### src/rtl/vga_timing.sv
// 640x480@60 VGA timing generator: free-running h/v counters, combinational
// visible-position outputs, and one registered stage for sync, colour and frame_start.
module vga_timing #(
    parameter int H_ACTIVE = 640,
    parameter int H_FRONT  = 16,
    parameter int H_SYNC   = 96,
    parameter int H_BACK   = 48,
    parameter int V_ACTIVE = 480,
    parameter int V_FRONT  = 10,
    parameter int V_SYNC   = 2,
    parameter int V_BACK   = 33
) (
    input  logic        CLOCK_25,
    input  logic        reset_n,
    input  logic [2:0]  color,
    output logic [11:0] x,
    output logic [11:0] y,
    output logic        active,
    output logic        frame_start,
    output logic        vga_hs,
    output logic        vga_vs,
    output logic [3:0]  vga_r,
    output logic [3:0]  vga_g,
    output logic [3:0]  vga_b
);

    localparam int H_TOTAL = H_ACTIVE + H_FRONT + H_SYNC + H_BACK;
    localparam int V_TOTAL = V_ACTIVE + V_FRONT + V_SYNC + V_BACK;

    localparam logic [9:0] H_LAST = 10'(H_TOTAL - 1);
    localparam logic [9:0] V_LAST = 10'(V_TOTAL - 1);
    localparam logic [9:0] H_VIS  = 10'(H_ACTIVE);
    localparam logic [9:0] V_VIS  = 10'(V_ACTIVE);
    localparam logic [9:0] H_SS   = 10'(H_ACTIVE + H_FRONT);
    localparam logic [9:0] H_SE   = 10'(H_ACTIVE + H_FRONT + H_SYNC - 1);
    localparam logic [9:0] V_SS   = 10'(V_ACTIVE + V_FRONT);
    localparam logic [9:0] V_SE   = 10'(V_ACTIVE + V_FRONT + V_SYNC - 1);

    logic [9:0] h_cnt_q, h_cnt_d;
    logic [9:0] v_cnt_q, v_cnt_d;
    logic       vga_hs_q, vga_hs_d;
    logic       vga_vs_q, vga_vs_d;
    logic [3:0] vga_r_q, vga_r_d;
    logic [3:0] vga_g_q, vga_g_d;
    logic [3:0] vga_b_q, vga_b_d;
    logic       frame_start_q, frame_start_d;
    logic       h_wrap;

    always_comb begin
        h_wrap  = (h_cnt_q == H_LAST);
        h_cnt_d = h_wrap ? 10'd0 : h_cnt_q + 10'd1;
        v_cnt_d = v_cnt_q;
        if (h_wrap) begin
            v_cnt_d = (v_cnt_q == V_LAST) ? 10'd0 : v_cnt_q + 10'd1;
        end

        active = (h_cnt_q < H_VIS) && (v_cnt_q < V_VIS);
        x      = active ? {2'b00, h_cnt_q} + 12'd1 : 12'd0;
        y      = active ? {2'b00, v_cnt_q} + 12'd1 : 12'd0;

        // Sync and colour share the same register stage so they stay aligned.
        vga_hs_d      = !((h_cnt_q >= H_SS) && (h_cnt_q <= H_SE));
        vga_vs_d      = !((v_cnt_q >= V_SS) && (v_cnt_q <= V_SE));
        vga_r_d       = active ? {4{color[2]}} : 4'h0;
        vga_g_d       = active ? {4{color[1]}} : 4'h0;
        vga_b_d       = active ? {4{color[0]}} : 4'h0;
        frame_start_d = h_wrap && (v_cnt_q == V_LAST);
    end

    always_ff @(posedge CLOCK_25 or negedge reset_n) begin
        if (!reset_n) begin
            h_cnt_q       <= 10'd0;
            v_cnt_q       <= 10'd0;
            vga_hs_q      <= 1'b1;
            vga_vs_q      <= 1'b1;
            vga_r_q       <= 4'h0;
            vga_g_q       <= 4'h0;
            vga_b_q       <= 4'h0;
            frame_start_q <= 1'b0;
        end else begin
            h_cnt_q       <= h_cnt_d;
            v_cnt_q       <= v_cnt_d;
            vga_hs_q      <= vga_hs_d;
            vga_vs_q      <= vga_vs_d;
            vga_r_q       <= vga_r_d;
            vga_g_q       <= vga_g_d;
            vga_b_q       <= vga_b_d;
            frame_start_q <= frame_start_d;
        end
    end

    assign vga_hs      = vga_hs_q;
    assign vga_vs      = vga_vs_q;
    assign vga_r       = vga_r_q;
    assign vga_g       = vga_g_q;
    assign vga_b       = vga_b_q;
    assign frame_start = frame_start_q;

endmodule

### config.mk
export PLATFORM = sky130hd
export DESIGN_NAME = vga_timing
export DESIGN_NICKNAME = d
export VERILOG_FILES = /design/src/rtl/vga_timing.sv
export SDC_FILE = /design/constraint.sdc
export NUM_CORES = 1
export LEC_CHECK = 0
export CORE_UTILIZATION = 51
export DETAILED_ROUTE_END_ITERATION = 8
export PLACE_DENSITY = 0.85
export SLEW_MARGIN = 20
export SYNTH_ARGS = -nofsm -noshare
export SYNTH_HDL_FRONTEND = slang
export SYNTH_SLANG_ARGS = --single-unit
### constraint.sdc
create_clock -name CLOCK_25 -period 4.8 [get_ports CLOCK_25]
set_input_delay 1.2 -clock CLOCK_25 [delete_from_list [all_inputs] [get_ports CLOCK_25]]
set_output_delay 1.2 -clock CLOCK_25 [all_outputs]
set_load 0.05 [all_outputs]
# Word level (Yosys, flattened, before mapping)
# Cells that the tools add are included.
dict set report totals {
  register_bits 35
  in_bits 5
  word_cells 33
}
dict set report classes {
  addsub 4
  order_cmp 6
  eq_ne 2
  n_mux 7
  n_reduce_logical 6
}
# op n
set op_table {}
lappend op_table {{10-bit by 1-bit adder with 11-bit output (second input constant)} 2}
lappend op_table {{11-bit 2-to-1 mux} 2}
lappend op_table {{10-bit by 1-bit adder with 10-bit output (second input constant)} 2}
lappend op_table {{10-bit == test (second input constant)} 2}
lappend op_table {{10-bit 2-to-1 mux} 2}
lappend op_table {{4-bit 2-to-1 mux} 3}
lappend op_table {{10-bit >= comparator (second input constant)} 1}
lappend op_table {{10-bit by 9-bit >= comparator with 1-bit output (second input constant)} 1}
lappend op_table {{10-bit <= comparator (second input constant)} 1}
lappend op_table {{10-bit by 9-bit <= comparator with 1-bit output (second input constant)} 1}
lappend op_table {{10-bit < comparator (second input constant)} 1}
lappend op_table {{10-bit by 9-bit < comparator with 1-bit output (second input constant)} 1}
lappend op_table {{1-bit logical AND} 4}
lappend op_table {{1-bit logical NOT} 2}

# Depth between registers and ports, before layout
# Gate-level depths: netlist of run 1.
dict set report depth {
  word_depth 3
  ltp_mapped 7
  depth_no_buf 6
}

# Worst setup path after synthesis of run 1
# Ideal clock, no wire load.
dict set report synth_timing {
  kind {reg2out}
  start {register v_cnt_q[0]}
  end {output y[8]}
  arrival_ns 1.837
  required_time_ns 3.600
  setup_slack_ns 1.763
  path_stages_with_launch 6
  cell_sequence {dfrtp_1 > ha_1 > nand3_1 > nor3_1 > xnor2_1 > nor2_1}
}
dict set report synth_between {
  elab_chain_cells 3
  elab_cells_between_ends 4
  cone_classes {add/sub: 1; order compare: 1; mux: 1; reduce/logical: 1}
}
# element line
set synth_rtl {}
lappend synth_rtl {{start: declaration} 40} ;# logic [9:0] v_cnt_q, v_cnt_d;
lappend synth_rtl {{start signal: assignment} 82} ;# v_cnt_q <= v_cnt_d;
lappend synth_rtl {{10-bit by 9-bit < comparator with 1-bit output} 57} ;# active = (h_cnt_q < H_VIS) && (v_cnt_q < V_VIS);
lappend synth_rtl {{1-bit logical AND} 57}
lappend synth_rtl {{11-bit 2-to-1 mux *} 59} ;# y = active ? {2'b00, v_cnt_q} + 12'd1 : 12'd0;
lappend synth_rtl {{end: declaration} 17} ;# output logic [11:0] y,
# Mark *: on every way between the ends. The rest lies on a longest branch, timed or not.

# Worst setup path in the final report of run 1
dict set report layout_timing {
  start {register h_cnt_q[7]}
  end {output x[6]}
}
dict set report layout_between {
  elab_chain_cells 3
}
# element line
set layout_rtl {}
lappend layout_rtl {{start: declaration} 39} ;# logic [9:0] h_cnt_q, h_cnt_d;
lappend layout_rtl {{start signal: assignment} 81} ;# h_cnt_q <= h_cnt_d;
lappend layout_rtl {{10-bit < comparator} 57}
lappend layout_rtl {{1-bit logical AND} 57}
lappend layout_rtl {{11-bit 2-to-1 mux} 58} ;# x = active ? {2'b00, h_cnt_q} + 12'd1 : 12'd0;
lappend layout_rtl {{end: declaration} 16} ;# output logic [11:0] x,
# Every way passes these cells.

==> results.py, run 1 <==
metrics = {
    "final_layout": {
        "layout-area-overhead-vs-synth_pct": 19.4,
        "mostFrequentLayoutCells": "38 x clkdlybuf4s50_1, 24 x dfrtp_1, 21 x nor2_1, 11 x nand2_1",
        "drive_above_1_share_pct": 7.61,
        "layout_commonest_cell": "clkdlybuf4s50_1",
        "antennaDiodeCount": 0,
        "final_nets": 207,
        "finish.instance_area_mm2": 0.00190,
    },
    "clock_network": {
        "tritoncts_clock_tree": "built",
        "clock_insertion_delay_worst_skew_ns": 0.32,
        "postCtsHoldBufs": 0,
        "cts-root-to-sink-buffers": 2,
        "cts_root_buffer": "clkbuf_4",
        "tritoncts_sink_count": 26,
        "cts_setup_buffers": 0,
        "cts_repair_resize_count": 0,
        "worst_setup_hold_path_clk_slew_ns": 0.14,
        "number_of_buffers_created_by_cts": 3,
        "cts_htree_levels": 1,
    },
    "synth": {
        "synth-edff-count": 0,
        "synth_xor_xnor_area_share_pct": 7.71,
        "sequential_fraction_of_the_synthesis_area_pct": 41.1,
        "synth.yosys.warnings": 0,
        "synth-adder-area-share_pct": 3.15,
        "synth_top_family_by_area": "simple AND/OR/NAND/NOR gates",
        "netlist-cell-type-count": 37,
        "fraction_of_the_mapped_netlist_area_in_compound_gates_pct": 7.00,
        "yosys-mux-area-fraction_pct": 0.629,
        "ys_dominant_reg_cell": "dfrtp_1",
        "netlist_instances": 173,
        "post_synth.cell_area_avg_um2": 9.19,
        "synth_simple_gate_area_share_pct": 27.6,
        "ys_ff_latch": 26,
        "syn_area_mm2": 0.00159,
        "share_of_synthesized_flip_flops_with_an_asynchronous_set_or_reset_pct": 100,
    },
    "setup_path": {
        "endpoint_kind": "primary output",
        "crit_chain": "o21ai_0 > nand3_1 > inv_1 > and2_1 > clkdlybuf4s50_1",
        "cp_max_fo": 14,
        "arrival_ns": 2.78,
        "path_buf_inv": 2,
        "crit_path_start": "h_cnt_q[7]",
        "cp_top_family": "buffers and inverters",
        "worst_setup_path_start_kind": "flip-flop",
        "critPathMaxStageDelay_ns": 0.80,
        "criticalPathCategory": "reg -> out",
        "critPathRequiredTime_ns": 3.60,
        "r2r_slack_ns": 2.90,
        "cell_with_the_largest_stage_delay_on_the_worst_path": "clkdlybuf4s50_1",
        "worst_r2r_startpoint": "v_cnt_q[1]",
    },
    "die": {
        "floorplan.die.height_um": 57.8,
        "initial_core_util_pct": 55.7,
        "placeableCoreArea_mm2": 0.00285,
        "design.portCount": 45,
        "die_width_um": 57.8,
        "die_area_mm2": 0.00335,
        "fp-row-count": 19,
    },
    "pwr": {
        "sw_pwr_mw": 0.0998,
        "intPower_mw": 0.278,
        "power_per_cell_area_mw_per_mm2": 199,
        "clock_power_share_pct": 29.3,
        "switching_share_pct": 26.4,
        "power.static_leakage_nw": 0.783,
        "vdd_ir_drop_max_uv": 115,
        "power.share.combinational_pct": 12.0,
        "seq_power_share_pct": 58.7,
    },
    "sta": {
        "unrepaired_setup_endpoints_after_global_routing": "no",
        "achievable-frequency_mhz": 251,
        "finalMaxSlewViolations": 0,
        "finalSetupViolCount": 0,
        "report.final.hold_viol_count": 0,
        "final_period_minus_worst_setup_slack_ns": 3.98,
        "finalClockSkew_ns": 0.00539,
        "finalCritPeriodShare_pct": 83.0,
        "finalSetupTns_ns": 0,
        "tightestPinTransition_ns": 0.588,
        "maxSlewHeadroom_pct": 60.8,
    },
    "global_routing": {
        "grt_start_max_net_pins": 27,
        "grt_first_pass_wirelength_mm": 5.71,
        "gr-usage-all-layers_pct": 21.8,
        "antenna_found_initial": 0,
        "first_global_vias": 1268,
        "grt_remaining_overflow": 0,
    },
    "placed_design": {
        "place.gp.congestion": 0.796,
        "dpl.hpwl_mm": 2.37,
        "placement.cell_area_mm2": 0.00186,
        "numPortBuffers": 39,
    },
    "routing": {
        "drtAntennaViolNets": 0,
        "routed-via-count": 1266,
        "wirelength_per_cell_um": 14.0,
        "vias_per_cell": 5.55,
        "dr.first_iter.drc_count": 51,
        "drtPass1Iterations": 6,
        "remaining_drc_errors": 3,
        "route.final.wire_length_mm": 3.19,
    },
    "status": {
        "failed_checks": "design-rule violations",
        "outcome": "finished, violations left",
    },
    "worst_hold_path": {
        "source_of_the_worst_hold_timing_path": "h_cnt_q[2]",
        "worst_hold_path_type": "reg -> reg",
    },
    "flow_run": {
        "maxCapViolCount": 0,
    },
}
cell usage after synthesis (2+ instances only):
cell / count / area (um^2)
buf_4: 16 / 120
xor2_1: 7 / 61.3
nand3b_1: 3 / 22.5
nand4_1: 4 / 25.0
buf_2: 4 / 20.0
xnor2_1: 7 / 61.3
a21oi_1: 5 / 25.0
nand3_1: 9 / 45.0
and4_2: 2 / 20.0
nand4_2: 2 / 25.0
nor3_1: 3 / 15.0
a31oi_1: 7 / 43.8
ha_1: 4 / 50.1
dfrtp_1: 24 / 601
o21ai_0: 4 / 20.0
inv_1: 9 / 33.8
buf_6: 2 / 22.5
and3_1: 2 / 12.5
or4_1: 2 / 15.0
nor2_1: 21 / 78.8
nand2_1: 11 / 41.3
dfstp_2: 2 / 52.6
and2_1: 9 / 56.3
metal layers:
metal	global-route usage, %	share of wire, %
met2	38.1	50
met1	28.9	44
met5	0	0
met4	6.12	0.66
met3	2.01	5.2
power groups by stage:
stage / Sequential (mW) / Combinational (mW) / Clock [mW]
2_1_floorplan: 0.230 / 0.0324 / 0
3_3_place_gp: 0.226 / 0.0460 / 0
3_5_place_dp: 0.226 / 0.0459 / 0
4_1_cts: 0.222 / 0.0459 / 0.115
5_1_grt: 0.222 / 0.0473 / 0.122
6_report: 0.222 / 0.0453 / 0.111
worst paths after layout:
path	endpoint	cells past startpoint
min	h_cnt_q[2]	1
min reg2reg	h_cnt_q[2]	1
max reg2reg	v_cnt_q[5]	6
max	x[6]	5
max in group asynchronous	h_cnt_q[3]	1
min in group asynchronous	h_cnt_q[9]	1
state kept, by name, indices dropped and copies added (netlist names):
signal       flops
h_cnt_q         10
v_cnt_q         10
frame_start      1
vga_b            1
vga_g            1
vga_hs           1
vga_r            1
vga_vs           1
final cells by class:
cell class	count	area [um^2]
clock buffer	4	36.3
inverter	9	33.8
sequential	26	653
multi-input combinational	119	752
tap	31	38.8
fill	243	953
timing repair buffer	39	385
per-stage QoR:
step / total power [mW] / setup WS (ns) / utilization, % / hold slack [ns] / instances
finish: 0.378 / 0.816 / 66.6 / 0.539 / 228
detailed placement: 0.272 / 1.15 / 65.3 / 0.520 / 224
global placement: 0.272 / 1.21 / 65.5 / 0.510 / 224
CTS: 0.382 / 0.771 / 66.6 / 0.542 / 228
global route: 0.392 / 0.586 / 66.6 / 0.563 / 228
floorplan: 0.263 / 1.76 / - / 0.480 / 177
cell families (layout without fill, tap and decap cells):
logic type,after synthesis,after routing
compound gates,19,19
xor+xnor,14,14
fa+ha+maj,4,4
buf+inv,32,52
flops,26,26
mux,1,1
other cells,1,5
simple gates,76,76
(Power assumes the default switching activity.)
==> inputs of run 2 (changes only) <==
--- a/config.mk
+++ b/config.mk
@@ -5,9 +5,9 @@
 export SDC_FILE = /design/constraint.sdc
 export NUM_CORES = 1
 export LEC_CHECK = 0
-export CORE_UTILIZATION = 51
+export CORE_UTILIZATION = 47
 export DETAILED_ROUTE_END_ITERATION = 8
-export PLACE_DENSITY = 0.85
+export PLACE_DENSITY = 0.79
 export SLEW_MARGIN = 20
 export SYNTH_ARGS = -nofsm -noshare
 export SYNTH_HDL_FRONTEND = slang
==> constraint.sdc (replaced) <==
create_clock -name CLOCK_25 -period 4.1 [get_ports CLOCK_25]
set_input_delay 1.025 -clock CLOCK_25 [delete_from_list [all_inputs] [get_ports CLOCK_25]]
set_output_delay 1.025 -clock CLOCK_25 [all_outputs]
set_load 0.05 [all_outputs]
==> run 2 against run 1 <==
The flow now finishes without violations. First-iteration DRC count shrank 53%. Worst hold slack worse by 0.0054 ns. Sequential power grew 17%. Non-clock buffer count up 2. Utilization decreased by 4.9 points. Via count up 3.9%. Sequential cell count unchanged. Cell count up 6.6%. Final area grew 1.6%. Wire length is 3.2% higher. Combinational power is 18% higher. Critical endpoint is now y[8]. Largest cell class unchanged.
==> results.py, run 2 (synthesized netlist as in run 1, its figures left out) <==
metrics = {
    "status": {
        "outcome": "complete, no violations",
    },
    "clock_network": {
        "tritoncts_clock_tree": "built",
        "cts_repair_resize_count": 0,
        "clock_insertion_delay_worst_skew_ns": 0.32,
        "cts_htree_levels": 1,
        "tritoncts_sink_count": 26,
        "postCtsHoldBufs": 0,
        "cts_root_buffer": "clkbuf_4",
        "cts-root-to-sink-buffers": 2,
        "number_of_buffers_created_by_cts": 3,
        "cts_setup_buffers": 0,
        "worst_setup_hold_path_clk_slew_ns": 0.14,
    },
    "sta": {
        "finalMaxSlewViolations": 0,
        "tightestPinTransition_ns": 0.571,
        "final_period_minus_worst_setup_slack_ns": 3.66,
        "finalClockSkew_ns": 0.00192,
        "achievable-frequency_mhz": 273,
        "finalSetupViolCount": 0,
        "report.final.hold_viol_count": 0,
        "unrepaired_setup_endpoints_after_global_routing": "no",
        "maxSlewHeadroom_pct": 62.0,
        "finalCritPeriodShare_pct": 89.3,
        "finalSetupTns_ns": 0,
    },
    "global_routing": {
        "grt_start_max_net_pins": 27,
        "gr-usage-all-layers_pct": 20.1,
        "first_global_vias": 1211,
        "grt_first_pass_wirelength_mm": 5.44,
        "grt_remaining_overflow": 0,
        "antenna_found_initial": 0,
    },
    "setup_path": {
        "critical_r2r_capture": "v_cnt_q[5]",
        "arrival_ns": 2.64,
        "ff2ff_path_depth": 6,
        "worst_setup_path_start_kind": "flip-flop",
        "criticalPathCategory": "reg -> out",
        "critPathRequiredTime_ns": 3.07,
        "cp_max_fo": 8,
        "worst_r2r_startpoint": "v_cnt_q[0]",
        "endpoint_kind": "primary output",
        "r2r_slack_ns": 2.23,
        "crit_path_start": "v_cnt_q[0]",
    },
    "worst_hold_path": {
        "source_of_the_worst_hold_timing_path": "h_cnt_q[2]",
        "worstHoldEndpoint": "h_cnt_q[2]",
        "hold_path_cell_cnt": 1,
        "worst_hold_path_type": "reg -> reg",
    },
    "die": {
        "design.portCount": 45,
        "placeableCoreArea_mm2": 0.00313,
        "floorplan.die.height_um": 60.2,
        "initial_core_util_pct": 50.8,
        "die_area_mm2": 0.00362,
        "die_width_um": 60.2,
        "fp-row-count": 20,
    },
    "routing": {
        "wirelength_per_cell_um": 13.5,
        "vias_per_cell": 5.41,
        "drtPass1Iterations": 4,
        "routed-via-count": 1315,
        "remaining_drc_errors": 0,
        "drtAntennaViolNets": 0,
        "dr.first_iter.drc_count": 24,
        "route.final.wire_length_mm": 3.29,
    },
    "final_layout": {
        "layout_commonest_cell": "clkdlybuf4s50_1",
        "layout-area-overhead-vs-synth_pct": 21.4,
        "final_nets": 209,
        "finish.instance_area_mm2": 0.00193,
        "antennaDiodeCount": 0,
        "drive_above_1_share_pct": 8.54,
        "largestRegisters": "h_cnt_q x10, v_cnt_q x10",
        "mostFrequentLayoutCells": "38 x clkdlybuf4s50_1, 24 x dfrtp_1, 21 x nor2_1, 11 x nand2_1",
    },
    "flow_run": {
        "maxCapViolCount": 0,
    },
    "placed_design": {
        "dpl.hpwl_mm": 2.33,
        "numPortBuffers": 39,
        "place.gp.congestion": 0.854,
        "placement.cell_area_mm2": 0.00189,
    },
    "pwr": {
        "vdd_ir_drop_max_uv": 107,
        "power_per_cell_area_mw_per_mm2": 231,
        "power.static_leakage_nw": 0.794,
    },
}
==> run 2: area by class of cell <==
| type | instances | area [um^2] |
|---|---|---|
| multi-input cells | 119 | 752 |
| flip-flops and latches | 26 | 653 |
| inverters | 9 | 33.8 |
| repair buffers | 41 | 400 |
| well taps | 44 | 55.1 |
| clock buffers | 4 | 36.3 |
| fillers | 275 | 1200 |
==> run 2: routing by layer <==
layer / GRT usage, % / up-vias / wire [um]
met5: 0 / - / 0
met4: 7.31 / 0 / 38
met3: 2.16 / 4 / 112
met2: 33.9 / 38 / 1670
met1: 26.4 / 653 / 1470
li1: - / 620 / -
==> run 2: worst max path at each step <==
stage / endpoint / depth (start not counted)
floorplan: y[8] / 5
global placement: y[8] / 6
global route: y[8] / 6
detailed placement: y[8] / 6
CTS: y[8] / 6
finish: y[8] / 6
==> run 2: metrics by stage <==
| stage | std cells | setup slack (ns) | power, mW | hold slack [ns] | utilization, % |
|---|---|---|---|---|---|
| finish | 243 | 0.439 | 0.446 | 0.533 | 61.7 |
| global route | 243 | 0.298 | 0.462 | 0.573 | 61.7 |
| CTS | 243 | 0.455 | 0.451 | 0.534 | 61.7 |
| detailed placement | 239 | 0.834 | 0.318 | 0.512 | 60.6 |
| global placement | 239 | 0.928 | 0.319 | 0.507 | 60.7 |
| floorplan | 177 | 1.24 | 0.308 | 0.480 | - |
==> run 2: power by group <==
part	switching, mW	internal, mW	leakage, nW
registers	0.00131	0.258	0.335
clock network	0.0785	0.0544	0.0210
logic	0.0397	0.0139	0.437
total	0.119	0.326	0.794
==> run 2: critical path, stage by stage, from the launching register on <==
cell and delay [ns]:
dfrtp_1 0.49, ha_1 0.28, nand3_1 0.15, nor3_1 0.37, xnor2_1 0.10, nor2_1 0.10
clkdlybuf4s50_1 0.81
